===== config.mk =====
export PLATFORM = sky130hd
export DESIGN_NAME = store_monitor
export DESIGN_NICKNAME = d
export VERILOG_FILES = /design/src/rtl/store_monitor.sv
export SDC_FILE = /design/constraint.sdc
export NUM_CORES = 1
export LEC_CHECK = 0
export CORE_MARGIN = 5
export CORE_UTILIZATION = 40
export CTS_BUF_LIST = sky130_fd_sc_hd__clkbuf_8
export DETAILED_ROUTE_END_ITERATION = 10
export MAX_ROUTING_LAYER = met4
export PLACE_DENSITY = 0.8
export SYNTH_ARGS = -nofsm -noshare
export SYNTH_HDL_FRONTEND = slang
export SYNTH_SLANG_ARGS = --single-unit
export TNS_END_PERCENT = 10

===== constraint.sdc =====
create_clock -name clk -period 2.6 [get_ports clk]
set_input_delay 0.78 -clock clk [delete_from_list [all_inputs] [get_ports clk]]
set_output_delay 0.78 -clock clk [all_outputs]
set_load 0.03 [all_outputs]

===== src/rtl/store_monitor.sv =====
// rtl/store_monitor.sv - watches data-memory stores and latches a PASS/FAIL/TIMEOUT verdict
module store_monitor #(
  parameter logic [31:0] RESULT_ADR     = 32'd252,
  parameter logic [31:0] EXPECT_DATA    = 32'd9,
  parameter int          STRICT         = 1,
  parameter int          IGNORE_EN      = 0,
  parameter logic [31:0] IGNORE_ADR     = 32'd96,
  parameter int          TIMEOUT_CYCLES = 160
) (
  input  logic        clk,
  input  logic        reset,
  input  logic        MemWrite,
  input  logic [31:0] DataAdr,
  input  logic [31:0] WriteData,
  output logic        Done,
  output logic        Pass,
  output logic        Fail,
  output logic        Timeout,
  output logic [31:0] Score,
  output logic [15:0] StoreCount,
  output logic [15:0] CycleCount
);

  typedef enum logic [2:0] {
    S_IDLE,
    S_RUN,
    S_PASS,
    S_FAIL,
    S_TIMEOUT
  } state_t;

  localparam logic [15:0] LAST_CYCLE = 16'(TIMEOUT_CYCLES - 1);
  localparam logic        STRICT_ON  = (STRICT != 0);
  localparam logic        IGNORE_ON  = (IGNORE_EN != 0);

  state_t      state_q, state_d;
  logic [31:0] score_q, score_d;
  logic [15:0] store_cnt_q, store_cnt_d;
  logic [15:0] cycle_cnt_q, cycle_cnt_d;
  logic        hit_result;
  logic        hit_ignore;
  logic        hit_other;
  logic        store_ends;

  always_comb begin
    hit_result = MemWrite && (DataAdr == RESULT_ADR);
    hit_ignore = MemWrite && IGNORE_ON && (DataAdr == IGNORE_ADR) && !hit_result;
    hit_other  = MemWrite && !hit_result && !hit_ignore;
    store_ends = hit_result || (hit_other && STRICT_ON);
  end

  always_comb begin
    state_d     = state_q;
    score_d     = score_q;
    store_cnt_d = store_cnt_q;
    cycle_cnt_d = cycle_cnt_q;
    unique case (state_q)
      S_IDLE: state_d = S_RUN;
      S_RUN: begin
        if (MemWrite && (store_cnt_q != 16'hFFFF)) store_cnt_d = store_cnt_q + 16'd1;
        if (cycle_cnt_q != 16'hFFFF) cycle_cnt_d = cycle_cnt_q + 16'd1;
        if (store_ends) begin
          score_d = WriteData;
          state_d = (hit_result && (WriteData == EXPECT_DATA)) ? S_PASS : S_FAIL;
        end else if (cycle_cnt_q == LAST_CYCLE) begin
          // the timeout edge is not counted, so CycleCount ends at TIMEOUT_CYCLES-1
          cycle_cnt_d = cycle_cnt_q;
          state_d     = S_TIMEOUT;
        end
      end
      default: ;
    endcase
  end

  always_ff @(posedge clk or posedge reset) begin
    if (reset) begin
      state_q     <= S_IDLE;
      score_q     <= 32'd0;
      store_cnt_q <= 16'd0;
      cycle_cnt_q <= 16'd0;
    end else begin
      state_q     <= state_d;
      score_q     <= score_d;
      store_cnt_q <= store_cnt_d;
      cycle_cnt_q <= cycle_cnt_d;
    end
  end

  assign Pass       = (state_q == S_PASS);
  assign Fail       = (state_q == S_FAIL);
  assign Timeout    = (state_q == S_TIMEOUT);
  assign Done       = Pass || Fail || Timeout;
  assign Score      = score_q;
  assign StoreCount = store_cnt_q;
  assign CycleCount = cycle_cnt_q;

endmodule

; ---- Yosys cells after proc, flatten, opt, wreduce, memory -nomap -nowiden
; Index checks and enable logic that the tools add are counted.
[totals]
ff_bits = 67
input_bits = 67
out_inout_bits = 68
wordCells = 38
[op_classes]
n_addsub = 2
eq_ne = 11
muxes = 7
n_reduce_logical = 14
[ops]
columns = op, count
row1 = $mux W16, 3
row2 = $add A16 B1 Y16 const B, 2
row3 = $eq A32 B4 Y1 const B, 1
row4 = $eq A32 B8 Y1 const B, 1
row5 = $ne A16 B16 Y1 const B, 2
row6 = $eq A16 B8 Y1 const B, 1
row7 = $reduce_and A2 Y1, 4
row8 = $eq A3 B2 Y1 const B, 2
row9 = $mux W3, 2
row10 = $pmux W3 S2, 1
row11 = $logic_and A1 B1 Y1, 4
row12 = $eq A3 B1 Y1 const B, 1
row13 = $eq A3 B3 Y1 const B, 1
row14 = $logic_not A3 Y1, 1
row15 = $logic_or A1 B1 Y1, 3
row16 = $ne A3 B3 Y1 const B, 1
row17 = $ne A2 B2 Y1 const B, 1
row18 = $reduce_bool A2 Y1, 1
row19 = $logic_not A1 Y1, 1
row20 = $mux W1, 1

; ---- Logic depth before layout (Yosys ltp)
[depth]
depth_word = 7
mapped_depth = 7
depth_no_buf = 5

; ---- Worst setup path after synthesis
; Ideal clock, no wire load.
[synth_timing]
path_type = input port to flip-flop
startpoint = input port MemWrite
endpoint = register cycle_cnt_q[1] (netlist: CycleCount[1])
setup_time_ps = 125
t_arrival_ps = 2064
required_ps = 2475
slack_ps = 412
stages = 4
path_buffers = 0
cell_sequence = or4_1 -> nor4_4 -> nor3_1 -> mux2_2
[synth_between]
elab_chain_cells = 6
elab_cells_between_ends = 7
cone_classes = 1 x eq/ne / 1 x mux / 5 x reduce/logical
[synth_lines]
columns = element, line_no
row1 = "start, declared", 12  ; input logic MemWrite,
row2 = $logic_and A1 B1 Y1, 46  ; hit_result = MemWrite && (DataAdr == RESULT_ADR);
row3 = $logic_not A1 Y1, 48  ; hit_other = MemWrite && !hit_result && !hit_ignore;
row4 = $logic_and A1 B1 Y1, 48
row5 = $logic_or A1 B1 Y1 (*), 49  ; store_ends = hit_result || (hit_other && STRICT_ON);
row6 = $ne A2 B2 Y1 (no source line), --
row7 = $reduce_and A2 Y1 (no source line), --
row8 = "end signal, assigned", 85  ; cycle_cnt_q <= cycle_cnt_d;
row9 = "end, declared", 39  ; logic [15:0] cycle_cnt_q, cycle_cnt_d;
; Every way passes the cells marked *; elsewhere a longest branch is shown, timed or not.
; A chain may end at the register's enable or synchronous reset.

; ---- Final worst setup path
[layout_timing]
startpoint = register state_q[1]
endpoint = output port Fail
[layout_between]
elab_chain_cells = 1
[layout_lines]
columns = element, line_no
row1 = "start, declared", 36  ; state_t state_q, state_d;
row2 = "start signal, assigned", 82  ; state_q <= state_d;
row3 = $eq A3 B2 Y1, 90  ; assign Fail = (state_q == S_FAIL);
row4 = "end, declared", 17  ; output logic Fail,
; Every way passes these cells.

==> metrics.txt <==
outcome=complete, no violations; Switching Fraction=22.22%; Nets=559; Post-Syn Area per Cell=9.345 um2; largest family of logic cells by synthesized area=simple AND/OR/NAND/NOR gates; DR vias=3090; XOR/XNOR Fraction of Synth Area=7.420%; Design Area, Final=4952 um2; part of the power in combinational logic=under 10%; element type at the critical path end=primary output; overflow left after global routing=0; # fillers=~650; slack of the critical path=0.1200 ns; 1st-pass router iterations=4; Initial Util=41.24%; die height=about 100 um; # clock sinks=67; clock transition at the registers of the reported paths=about 0.07 ns; worst-skew pair later-pin latency=0.33 ns; Max VDD drop=0.2365 mV; FF+latch count, synth=67; Hold Crit Class=register to register; Final Hold Viols=0; Reg area=1677 um2; dpl cells=581; Worst path max stage delay=0.69 ns; core area=7727 um2; RSZ-0062 raised after global routing=false; Primary FF master, synth=dfrtp_1; largest area contributor in the netlist=dfrtp_1; Antenna diodes=0; vias in the first global route=~3200; WP data arrival=1.70 ns; post-placement cell area=4758 um2; fin crit period=between 2 and 2.5 ns; synth-to-layout area growth=55.40%; Die W=99.26 um; CP Buf/Inv Count=2; Die Area=9853 um2; sequential share of power=51.5%; CTS tree=built; DRT antenna net count=0; Worst EP required=1.82 ns; critical path launch point=state_q[1]$_DFFE_PP0P_; num ports=between 100 and 150; Post-CTS Setup Bufs=0; final period utilization=95.39%; pre-CTS WS=-0.1777 ns; share of layout cells above drive strength 1=7.879%; H-tree levels=3; Slew @ Worst Pin=between 0.5 and 0.6 ns; max-slew violation count=0; Seq/Total Area, Yosys=roughly 53%; critical path class=register to primary output; crit-path cells=buf_4 -> nand2b_1 -> nor2_1 -> clkdlybuf4s50_1; Slew HR=59.73%; top cells by area in the synthesized netlist=dfrtp_1 53%, nand2_1 14%, xor2_1 6.9%; IO Port Bufs=134; Max-Cap Viols=0; critical path startpoint category=register; WHS=0.4730 ns; Synth Area in Compound Gates=4.947%; post-synth net total=410; FP Rows=32; Syn Inst Count=341; Simple-Gate Fraction of Synth Area=31.06%; Initial DRC Count=between 90 and 100; Pwr Density=about 420 nW/um2; pin count of the biggest net entering global routing=68; Switch Pwr=0.4587 mW; Warnings, synthesis=0; CTS root buffer=clkbuf_8; Async SR Flop Fraction=100.0%; f_max=403.2 MHz; Yosys top cell area share=52.61%; Lkg Pwr=2.264 nW; CTS Buf Count=9; routed wire length=9160 um; delay-heaviest family, CP=buffers and inverters; EDFF count, synth=0; HPWL after detailed placement=7033 um; area of the multi-input gates=1446 um2; Cell Int Power=between 1.5 and 2 mW; Final Util=64.09%; Final GP Congestion=between 0.8 and 0.9; CP max FO=6; leading cell types by count after synthesis=115 x nand2_1, 67 x dfrtp_1, 25 x xor2_1; initial antenna violation count=0; GRT Util Overall=between 10% and 20%; Clk pwr share=39.7%; drc violations=0; Post-Layout Cell Count=~600; Post-Syn Area=3187 um2; first-pass GRT wire length=15140 um; Avg Vias per Cell=5.176; library cells used by synthesis=37; hold_sp=Score[16]$_DFFE_PP0P_; skew final=slightly above 0.008 ns; Max Buffers Root-to-Sink=2; Worst path slowest cell=clkdlybuf4s50_1; adder-cell share of the synthesized area=0.7852%; count leader, synth=nand2_1; mux cell area share after synthesis=less than 1%; Setup Viol. Count Final=0; Wirelength per Cell=15.34 um; worst flop-to-flop path startpoint=state_q[2]$_DFFE_PP0P_
## cell families after synthesis
group	after synthesis
and+or+nand+nor	202
DFF	67
xor gates and xnor gates	27
AOI/OAI and AO/OA	21
buffers and inverters	20
muxes	2
adders and majority gates	2
## path summary, 6_finish.rpt
kind	slack [ns]	endpoint	cells past startpoint
worst max-delay path	0.12	Fail	4
max in group asynchronous	1.47	Score[29]$_DFFE_PP0P_	3
worst min-delay path	0.47	Score[16]$_DFFE_PP0P_	2
worst min register to register	0.47	Score[16]$_DFFE_PP0P_	2
min in group asynchronous	0.85	StoreCount[2]$_DFFE_PP0P_	3
worst max register to register	0.34	CycleCount[11]$_DFFE_PP0P_	5
## repair_timing
item | 4_1_cts | 5_1_grt
endpoints found under the setup margin | 1 | 1
resized for setup | 1 | 1
hold buffers | 0 | 0
## flip-flops by register name (all words and copies together) (netlist names)
| signal | count |
|---|---|
| CycleCount | 16 |
| Score | 32 |
| StoreCount | 16 |
| state_q | 3 |
## area by class of cell
type	instances	share of cell area (%)
clock buffer	13	3.613
tap	102	2.577
timing repair buffer	151	29.96
sequential	67	33.86
inverter	7	0.5306
clock inverter	3	0.2527
multi-input combinational	254	29.21
## per-stage QoR
stage          power (mW)  TNS [ns]
5_1_grt             2.142         0
3_5_place_dp        1.266   -0.6899
3_3_place_gp        1.263   -0.3692
2_1_floorplan       1.125         0
6_report            2.064         0
4_1_cts             2.084         0
## placed cells by master (no fill, tap or decap), types with 2 or more instances in the layout
cell,instances
nand3_1,13
and2_1,2
nor4_1,20
nand4_1,11
nand2_1,115
nor2_1,10
and4_1,6
ha_1,2
nor3_1,7
mux2_2,2
and3_1,2
a21oi_1,2
o21ai_0,2
xor2_1,25
or4_1,3
clkdlybuf4s50_1,133
buf_4,15
xnor2_1,2
a211oi_1,6
o41ai_1,2
dfrtp_1,67
a2111oi_0,4
nor4b_1,5
clkbuf_8,13
inv_1,8
## worst register-to-register path: stages, from the launching register on
cell and delay [ns]:
dfrtp_1 0.41, buf_4 0.17, or3b_4 0.39, or3_1 0.49
or4_1 0.44, a22o_1 0.24
## power groups by stage
stage,logic [mW],registers [mW],clock network [mW]
floorplan,0.0317,1.09,0
global route,0.195,1.06,0.884
finish,0.182,1.06,0.820
CTS,0.185,1.06,0.837
detailed placement,0.184,1.08,0
global placement,0.181,1.08,0
## routing by layer
metal	track usage [%]	routed length, um	vias to the layer above
met5	-	0	-
met4	6.828	72	0
met3	4.628	592	8
met2	32.85	4709	105
met1	23.42	3785	1484
li1	-	-	1493
Power figures use the tool's default switching activity.
